[config.mk]
export PLATFORM = sky130hd
export DESIGN_NAME = switch_step_sequencer
export DESIGN_NICKNAME = d
export VERILOG_FILES = /design/src/rtl/switch_step_sequencer.sv
export SDC_FILE = /design/constraint.sdc
export NUM_CORES = 1
export LEC_CHECK = 0
export CELL_PAD_IN_SITES_DETAIL_PLACEMENT = 0
export CELL_PAD_IN_SITES_GLOBAL_PLACEMENT = 2
export CORE_UTILIZATION = 39
export CTS_BUF_LIST = sky130_fd_sc_hd__clkbuf_4 sky130_fd_sc_hd__clkbuf_8
export CTS_CLUSTER_SIZE = 40
export DETAILED_ROUTE_END_ITERATION = 12
export PLACE_DENSITY_LB_ADDON = 0.05
export REMOVE_ABC_BUFFERS = 1
export SYNTH_ARGS = -nofsm -noshare
export SYNTH_HDL_FRONTEND = slang
export SYNTH_SLANG_ARGS = --single-unit
[constraint.sdc]
create_clock -name CLOCK_50 -period 3 [get_ports CLOCK_50]
set_input_delay 0.3 -clock CLOCK_50 [delete_from_list [all_inputs] [get_ports CLOCK_50]]
set_output_delay 0.3 -clock CLOCK_50 [all_outputs]
set_load 0.1 [all_outputs]
[src/rtl/switch_step_sequencer.sv]
// switch_step_sequencer
//   Debounces four raw coin/key switches and turns each clean, single-switch
//   press into exactly one step handed to a downstream state machine with a
//   valid/ready handshake. Multi-switch presses are rejected with a pulse.
//
//   Optional feature macro: STEP_ERR_CNT_EN adds the saturating err_count
//   port and its register.
//
// Ports
//   CLOCK_50    in   1  system clock, rising edge
//   reset_n     in   1  asynchronous active-low reset
//   sw          in   4  raw asynchronous switches, active-high
//   step_ready  in   1  downstream accepts the step this cycle
//   step_valid  out  1  step_code holds a qualified press
//   step_code   out  2  index of the pressed switch
//   step_count  out  8  accepted steps since reset, wrapping
//   busy        out  1  FSM is not idle
//   err_multi   out  1  one-cycle pulse on a rejected multi-switch press
//   err_count   out  8  rejected presses, saturating (STEP_ERR_CNT_EN only)
module switch_step_sequencer #(
    parameter int DEBOUNCE_CYCLES = 16,
    parameter int CNT_W           = 16
) (
    input  logic       CLOCK_50,
    input  logic       reset_n,
    input  logic [3:0] sw,
    input  logic       step_ready,
    output logic       step_valid,
    output logic [1:0] step_code,
    output logic [7:0] step_count,
    output logic       busy,
    output logic       err_multi
`ifdef STEP_ERR_CNT_EN
    ,
    output logic [7:0] err_count
`endif
);

    localparam logic [CNT_W-1:0] CNT_MAX = CNT_W'(DEBOUNCE_CYCLES - 1);

    typedef enum logic [2:0] {
        IDLE,
        DB_PRESS,
        ISSUE,
        WAIT_REL,
        DB_REL
    } state_t;

    state_t           state, state_d;
    logic [3:0]       sw_m, sw_s;
    logic [3:0]       sample, sample_d;
    logic [CNT_W-1:0] cnt, cnt_d;
    logic             err_d;
    logic             accept;
    logic             one_hot;

    function automatic logic [1:0] encode(input logic [3:0] v);
        logic [1:0] c;
        c = 2'd0;
        if (v[1]) c = 2'd1;
        if (v[2]) c = 2'd2;
        if (v[3]) c = 2'd3;
        return c;
    endfunction

    assign one_hot = (sample != 4'd0) && ((sample & (sample - 4'd1)) == 4'd0);

    // Two-flop synchronizer; only sw_s is ever looked at by the FSM.
    always_ff @(posedge CLOCK_50 or negedge reset_n) begin
        if (!reset_n) begin
            sw_m <= 4'd0;
            sw_s <= 4'd0;
        end else begin
            sw_m <= sw;
            sw_s <= sw_m;
        end
    end

    always_ff @(posedge CLOCK_50 or negedge reset_n) begin
        if (!reset_n) begin
            state  <= IDLE;
            sample <= 4'd0;
            cnt    <= '0;
        end else begin
            state  <= state_d;
            sample <= sample_d;
            cnt    <= cnt_d;
        end
    end

    always_comb begin
        state_d  = state;
        sample_d = sample;
        cnt_d    = cnt;
        err_d    = 1'b0;
        accept   = 1'b0;
        case (state)
            IDLE: begin
                if (sw_s != 4'd0) begin
                    sample_d = sw_s;
                    cnt_d    = '0;
                    state_d  = DB_PRESS;
                end
            end
            DB_PRESS: begin
                if (sw_s != sample) begin
                    state_d = IDLE;
                end else if (cnt == CNT_MAX) begin
                    if (one_hot) begin
                        state_d = ISSUE;
                    end else begin
                        err_d   = 1'b1;
                        state_d = WAIT_REL;
                    end
                end else begin
                    cnt_d = cnt + 1'b1;
                end
            end
            // Switch activity is deliberately ignored here so the offered
            // step cannot be withdrawn before the consumer takes it.
            ISSUE: begin
                if (step_ready) begin
                    accept  = 1'b1;
                    state_d = WAIT_REL;
                end
            end
            WAIT_REL: begin
                if (sw_s == 4'd0) begin
                    cnt_d   = '0;
                    state_d = DB_REL;
                end
            end
            DB_REL: begin
                if (sw_s != 4'd0) begin
                    state_d = WAIT_REL;
                end else if (cnt == CNT_MAX) begin
                    state_d = IDLE;
                end else begin
                    cnt_d = cnt + 1'b1;
                end
            end
            default: state_d = IDLE;
        endcase
    end

    // Outputs are flops loaded from the next state, so they line up with the
    // state register and have no combinational path from sw or step_ready.
    always_ff @(posedge CLOCK_50 or negedge reset_n) begin
        if (!reset_n) begin
            step_valid <= 1'b0;
            step_code  <= 2'd0;
            step_count <= 8'd0;
            busy       <= 1'b0;
            err_multi  <= 1'b0;
        end else begin
            step_valid <= (state_d == ISSUE);
            busy       <= (state_d != IDLE);
            err_multi  <= err_d;
            if (state == DB_PRESS && state_d == ISSUE)
                step_code <= encode(sample);
            if (accept)
                step_count <= step_count + 8'd1;
        end
    end

`ifdef STEP_ERR_CNT_EN
    always_ff @(posedge CLOCK_50 or negedge reset_n) begin
        if (!reset_n)
            err_count <= 8'd0;
        else if (err_d && err_count != 8'hFF)
            err_count <= err_count + 8'd1;
    end
`endif

endmodule

==> results of run 1 <==
## flip-flops by register name, summed over array words and instances, names as in the netlist
name,flops
err_multi,1
sw_m,4
sw_s,4
busy,1
step_code,2
step_valid,1
step_count,8
cnt,16
state,3
sample,4
## worst paths after layout
| check | depth (start not counted) | end | slack, ns | from |
|---|---|---|---|---|
| max in group asynchronous | 1 | cnt[0]$_DFFE_PN0P_ | 2.23 | reset_n |
| hold / removal | 1 | err_multi$_DFF_PN0_ | 0.15 | reset_n |
| hold reg to reg | 0 | sw_s[3]$_DFF_PN0_ | 0.35 | sw_m[3]$_DFF_PN0_ |
| setup reg to reg | 5 | cnt[5]$_DFFE_PN0P_ | 0.55 | sw_s[3]$_DFF_PN0_ |
| setup / recovery | 5 | cnt[5]$_DFFE_PN0P_ | 0.55 | sw_s[3]$_DFF_PN0_ |
| min in group CLOCK_50 | 0 | sw_s[3]$_DFF_PN0_ | 0.35 | sw_m[3]$_DFF_PN0_ |
## cells by family (layout without fill, tap and decap cells)
group	after synthesis	after routing	synth area share
compound gates	46	46	0.1440
xor+xnor	12	12	0.04762
fa+ha+maj	2	2	0.01134
buf+inv	17	35	0.03798
flops	44	44	0.4989
mux	10	10	0.04988
simple gates	82	82	0.2103
## synth_stat cells, types with 2 or more instances
master | instances | share of area
dfrtp_1 | 44 | 0.50
nand2_1 | 16 | 0.027
nor2_1 | 13 | 0.022
a21oi_1 | 10 | 0.023
o21ai_0 | 10 | 0.023
xnor2_1 | 10 | 0.040
nand4_1 | 8 | 0.023
o211ai_1 | 7 | 0.024
clkbuf_1 | 6 | 0.010
or4_1 | 6 | 0.020
inv_1 | 5 | 0.0085
mux2i_1 | 5 | 0.023
nor3_1 | 5 | 0.011
or3_1 | 5 | 0.014
buf_2 | 4 | 0.0091
mux2_2 | 4 | 0.020
nand2b_1 | 4 | 0.011
nand3_1 | 4 | 0.0091
o31ai_1 | 4 | 0.014
a221o_1 | 3 | 0.014
nor3b_1 | 3 | 0.010
nor4_1 | 3 | 0.0085
o2111ai_1 | 3 | 0.012
a22o_1 | 2 | 0.0079
and3_1 | 2 | 0.0057
and4_1 | 2 | 0.0079
buf_6 | 2 | 0.010
ha_1 | 2 | 0.011
nor2b_1 | 2 | 0.0057
nor4b_1 | 2 | 0.0079
nor4bb_1 | 2 | 0.0091
o21a_1 | 2 | 0.0068
xor2_1 | 2 | 0.0079
## layout make-up
cell class	instances	area, µm²
multi-input cells	152	1022
repair buffers	22	182.7
inverters	5	18.77
fillers	534	2943
well taps	72	90.09
flip-flops and latches	44	1101
clock inverters	3	46.29
clock buffers	5	68.82
## worst register-to-register path, stage by stage (launching register included)
cell	delay, ns
dfrtp_1	0.42
or4_4	0.62
mux2_4	0.40
o21ba_1	0.34
or4_1	0.55
nand2_1	0.08
## stage by stage
stage	setup slack, ns	instances
2_1_floorplan	0.6247	201
3_3_place_gp	0.5646	295
3_5_place_dp	0.5557	295
4_1_cts	0.5337	303
5_1_grt	0.2171	303
6_report	0.5521	303
## report_power, final
part           switching (W)  internal (W)
clock               0.000218      0.000251
combinational       0.000356      0.000189
sequential         0.0000925      0.000660
## metal layers
layer | share of wire | global-route usage | wire, µm
met5 | 0 | 0 | 0
met4 | 0.0062 | 0.03962 | 29
met3 | 0.053 | 0.03333 | 247
met2 | 0.47 | 0.2717 | 2201
met1 | 0.47 | 0.2371 | 2178
==> results.md, run 1 <==
STA
* transition time at the pin with the least slew margin: 0.9786 ns
* post-route clock skew: 0.008742 ns
* final critical path time including I/O delays and setup: 2.448 ns
* final total negative setup slack: 0 ns
* final hold violation count: 0
* worst hold margin: 0.1534 ns
* max_slew headroom: 0.3476
* post-route fraction of the period consumed by the critical path: 0.8160
* highest clock frequency the design can meet: 408.5 MHz
* unrepaired setup endpoints after global routing: false
* pins over their slew limit: 0
* # setup viols final: 0

Global routing
* leftover overflow at the end of global routing: 0
* number of global-route vias before repair: 1653
* initial antenna violation count: 0
* wire length of the first global-routing pass: 8.017 mm
* largest net degree at the start of global routing: 45
* GRT Total Usage: 0.1701

Layout
* total non-filler cell area in the finished layout: 0.002530 mm²
* most common cell after layout, fill and taps aside: dfrtp_1
* Core Util, Final: 0.4623
* share of cells above drive strength 1: 0.1299
* diodes inserted: 0
* layout overhead on the synthesized area: 14.63%
* leading cell types in the layout, fill and taps excluded: dfrtp_1 (44), nand2_1 (16), nor2_1 (13), buf_4 (13)
* final layout net count: 239

Power and ir drop
* Leakage: 1.078 nW
* total power density per cell area: 698.3 mW/mm²
* Worst VDD drop: 397.2 µV
* Total Power: 0.001767 W

Routing
* post-detailed-routing wire length: 4.656 mm
* number of DRC markers after the initial detailed-route iteration: 121
* First-pass DRT Iterations: 4
* Routed wire per std cell: 15.37 µm
* vias after detailed routing: 1707
* Routed Antenna Nets: 0
* remaining routing DRC violations: 0
* Via-to-Cell Ratio: 5.634

Place
* Final GP Congestion: 0.7325
* placed wire-length estimate after detailed placement: 3.248 mm
* cell area after placement: 0.002415 mm²
* number of port buffers: 19

Setup path
* Buffers & Inverters on Critical Path: 0
* cell-by-cell listing of the critical path: or4_4 -> mux2_4 -> o21ba_1 -> or4_1 -> nand2_1
* maximum net fanout on the critical path: 11
* cell type group with the largest total delay on the critical path: simple AND/OR/NAND/NOR gates
* type of element launching the critical path: register
* element type at the critical path end: register
* delay of the slowest cell on the worst path: 0.62 ns
* data required time of the worst path: 3.24 ns
* path type of the worst setup path: reg -> reg
* Worst Path Arrival: 2.68 ns
* crit path max-delay cell type: or4_4

Clock network
* buffer levels on the longest clock path: 2
* Resized Gates After CTS: 0
* Num CTS Buffers: 5
* post-CTS setup buffer count: 0
* clock insertion delay at the later pin of the skew report: 0.30 ns
* H-tree depth: 2
* hold buffer count at CTS: 0
* CTS sink count: 44
* TritonCTS clock tree: yes
* buffer cell driving the clock tree root: clkbuf_8
* clock edge transition at the registers on the reported setup and hold paths: 0.09 ns

Logic synthesis
* count of flip-flops with a built-in enable after synthesis: 0
* mean post-synth cell area: 10.36 µm²
* asr flop ratio synth: 1.000
* number of distinct library cell variants in the gate-level netlist after synthesis: 44
* number of flip-flops and latches in the synthesized netlist: 44
* sequential element share of the synthesized area: 0.4989
* top flip-flop cell by instance count after synthesis: dfrtp_1
* post-synth design cell area: 0.002207 mm²
* number of warning messages in the yosys log: 0
* synthesized instance count: 213

Floorplan
* core region area: 0.005473 mm²
* Boundary Pins: 20
* die width: 77.23 µm
* die area: 0.005964 mm²
* Die Ht: 77.23 µm
* number of standard-cell rows in the floorplan: 27
* starting density of the core: 0.4033

Job
* maximum capacitance violations: 0

Hold path
* worst min-delay path class: in -> async

Run status
* result of the run: complete, no violations

No activity file was read; power rests on OpenSTA's default activity.
==> run 2, diff against run 1 <==
--- a/config.mk
+++ b/config.mk
@@ -7,7 +7,7 @@
 export LEC_CHECK = 0
 export CELL_PAD_IN_SITES_DETAIL_PLACEMENT = 0
 export CELL_PAD_IN_SITES_GLOBAL_PLACEMENT = 2
-export CORE_UTILIZATION = 39
+export CORE_UTILIZATION = 35
 export CTS_BUF_LIST = sky130_fd_sc_hd__clkbuf_4 sky130_fd_sc_hd__clkbuf_8
 export CTS_CLUSTER_SIZE = 40
 export DETAILED_ROUTE_END_ITERATION = 12
==> constraint.sdc (replaced) <==
create_clock -name CLOCK_50 -period 2.05 [get_ports CLOCK_50]
set_input_delay 0.205 -clock CLOCK_50 [delete_from_list [all_inputs] [get_ports CLOCK_50]]
set_output_delay 0.205 -clock CLOCK_50 [all_outputs]
set_load 0.1 [all_outputs]
==> run 2 against run 1 <==
Compared with the run above:
- the flow now finishes with violations (negative hold slack, negative setup slack)
- non-clock buffer count grew 28
- hold slack got worse by 0.17 ns
- power up 60%
- critical endpoint is now cnt[8]$_DFFE_PN0P_
==> results.md, run 2 (same netlist as run 1, synthesis figures left out) <==
Run status
* result of the run: complete, but fails checks, was complete, no violations
* failing checks: negative hold slack, negative setup slack

Floorplan
* die width: 81.41 µm, was 77.23 µm
* number of standard-cell rows in the floorplan: 28, was 27
* die area: 0.006628 mm², was 0.005964 mm²
* starting density of the core: 0.3684, was 0.4033
* Die Ht: 81.41 µm, was 77.23 µm
* Boundary Pins: 20, unchanged
* core region area: 0.005991 mm², was 0.005473 mm²

Clock network
* H-tree depth: 2, unchanged
* clock edge transition at the registers on the reported setup and hold paths: 0.08 ns, was 0.09 ns
* CTS sink count: 44, unchanged
* buffer levels on the longest clock path: 2, unchanged
* hold buffer count at CTS: 0, unchanged
* clock insertion delay at the later pin of the skew report: 0.29 ns, was 0.30 ns
* post-CTS setup buffer count: 0, unchanged
* buffer cell driving the clock tree root: clkbuf_8, unchanged
* Num CTS Buffers: 5, unchanged
* TritonCTS clock tree: yes, unchanged

Setup path
* register-to-register setup slack: -0.07 ns, was 0.55 ns
* Worst Path Arrival: 2.35 ns, was 2.68 ns
* element type at the critical path end: register, unchanged
* maximum net fanout on the critical path: 5, was 11
* data required time of the worst path: 2.28 ns, was 3.24 ns
* Reg2Reg Launch Point: sw_s[2]$_DFF_PN0_, was sw_s[3]$_DFF_PN0_
* r2r worst-path depth: 5, unchanged
* reg-to-reg endpoint: cnt[8]$_DFFE_PN0P_, was cnt[5]$_DFFE_PN0P_
* type of element launching the critical path: register, unchanged
* path type of the worst setup path: reg -> reg, unchanged

Layout
* leading cell types in the layout, fill and taps excluded: dfrtp_1 (44), buf_4 (42), nand2_1 (15), was dfrtp_1 (44), nand2_1 (16), nor2_1 (13), buf_4 (13)
* final layout net count: 267, was 239
* diodes inserted: 0, unchanged
* register with the most flip-flops: cnt, unchanged
* fillcell total: 581, was 534
* layout overhead on the synthesized area: 27.27%, was 14.63%
* Core Util, Final: 0.4689, was 0.4623
* share of cells above drive strength 1: 0.2741, was 0.1299
* largest registers: cnt x16, step_count x8, unchanged
* number of flip-flops in the largest register: 16, unchanged
* most common cell after layout, fill and taps aside: dfrtp_1, unchanged
* total non-filler cell area in the finished layout: 0.002809 mm², was 0.002530 mm²

Routing
* First-pass DRT Iterations: 5, was 4
* number of DRC markers after the initial detailed-route iteration: 150, was 121
* Routed wire per std cell: 14.92 µm, was 15.37 µm
* Routed Antenna Nets: 0, unchanged
* Via-to-Cell Ratio: 5.356, was 5.634
* post-detailed-routing wire length: 4.983 mm, was 4.656 mm
* remaining routing DRC violations: 0, unchanged
* vias after detailed routing: 1789, was 1707

Job
* maximum capacitance violations: 0, unchanged

STA
* Worst Setup Slack, final: -0.07024 ns, was 0.5521 ns
* max_slew headroom: 0.6188, was 0.3476
* final hold violation count: 11, was 0
* worst hold margin: -0.01425 ns, was 0.1534 ns
* pins over their slew limit: 0, unchanged
* # setup viols final: 9, was 0
* post-route fraction of the period consumed by the critical path: 1.034, was 0.8160
* post-route clock skew: 0.005323 ns, was 0.008742 ns
* transition time at the pin with the least slew margin: 0.5719 ns, was 0.9786 ns
* final total negative setup slack: -0.3457 ns, was 0 ns
* final critical path time including I/O delays and setup: 2.120 ns, was 2.448 ns
* unrepaired setup endpoints after global routing: true, was false
* highest clock frequency the design can meet: 471.6 MHz, was 408.5 MHz

Place
* placed wire-length estimate after detailed placement: 3.641 mm, was 3.248 mm
* cell area after placement: 0.002646 mm², was 0.002415 mm²
* pre-CTS worst setup slack: -0.07152 ns, was 0.5557 ns
* Final GP Congestion: 0.8503, was 0.7325
* number of port buffers: 19, unchanged

Power and ir drop
* total power density per cell area: 1006 mW/mm², was 698.3 mW/mm²
* Leakage: 1.242 nW, was 1.078 nW
* Worst VDD drop: 565.3 µV, was 397.2 µV

Global routing
* initial antenna violation count: 0, unchanged
* number of global-route vias before repair: 1818, was 1653
* leftover overflow at the end of global routing: 0, unchanged
* GRT Total Usage: 0.1677, was 0.1701
* wire length of the first global-routing pass: 8.411 mm, was 8.017 mm
* largest net degree at the start of global routing: 45, unchanged

Hold path
* worst min-delay path class: in -> async, unchanged

## run 2: final cells by class
cell class / instances / area, µm² / share of cell area
Clock buffer: 6 / 76.32 / 0.02717
Clock inverter: 2 / 35.03 / 0.01247
Inverter: 5 / 18.77 / 0.006682
Multi-Input combinational cell: 152 / 1074 / 0.3822
Sequential cell: 44 / 1101 / 0.3920
Tap cell: 75 / 93.84 / 0.03341
Timing Repair Buffer: 50 / 410.4 / 0.1461
## run 2: worst max path at each step
stage | start | to | slack (ns) | cells past startpoint
floorplan | sw_s[3]$_DFF_PN0_ | cnt[13]$_DFFE_PN0P_ | -0.33 | 5
global placement | sw_s[3]$_DFF_PN0_ | cnt[2]$_DFFE_PN0P_ | -0.04 | 5
detailed placement | sw_s[3]$_DFF_PN0_ | cnt[8]$_DFFE_PN0P_ | -0.07 | 5
CTS | sw_s[0]$_DFF_PN0_ | cnt[8]$_DFFE_PN0P_ | -0.07 | 5
global route | sw_s[2]$_DFF_PN0_ | cnt[2]$_DFFE_PN0P_ | -0.13 | 5
finish | sw_s[2]$_DFF_PN0_ | cnt[8]$_DFFE_PN0P_ | -0.07 | 5
## run 2: through the flow
stage,power (W),instances
after floorplan,0.001694,201
after global placement,0.002121,326
after detailed placement,0.002145,326
after CTS,0.002839,334
after global routing,0.003009,334
final,0.002826,334
## run 2: per-layer routing
layer / GRT usage / share of wire
met1: 0.1969 / 0.43
met4: 0.05893 / 0.012
met5: 0 / 0
met2: 0.3017 / 0.53
met3: 0.03333 / 0.027
## run 2: power by group
| group | switching, W | total (W) | internal (W) |
|---|---|---|---|
| clock | 0.000284 | 0.000659 | 0.000375 |
| sequential | 0.0000924 | 0.00106 | 0.000966 |
| combinational | 0.000626 | 0.00111 | 0.000482 |
## run 2: worst max-delay path, stage by stage, from the launching register on
cell and delay (ns):
dfrtp_1 0.38, or4_4 0.56, mux2_4 0.33, o21ba_4 0.22
or4_4 0.51, nand2_2 0.06
## run 2: timing repair
action / 4_1_cts / 5_1_grt
cloned: 0 / 0
gates resized for setup: 3 / 10
pin swaps: 6 / 3
setup endpoints to repair: 9 / 16
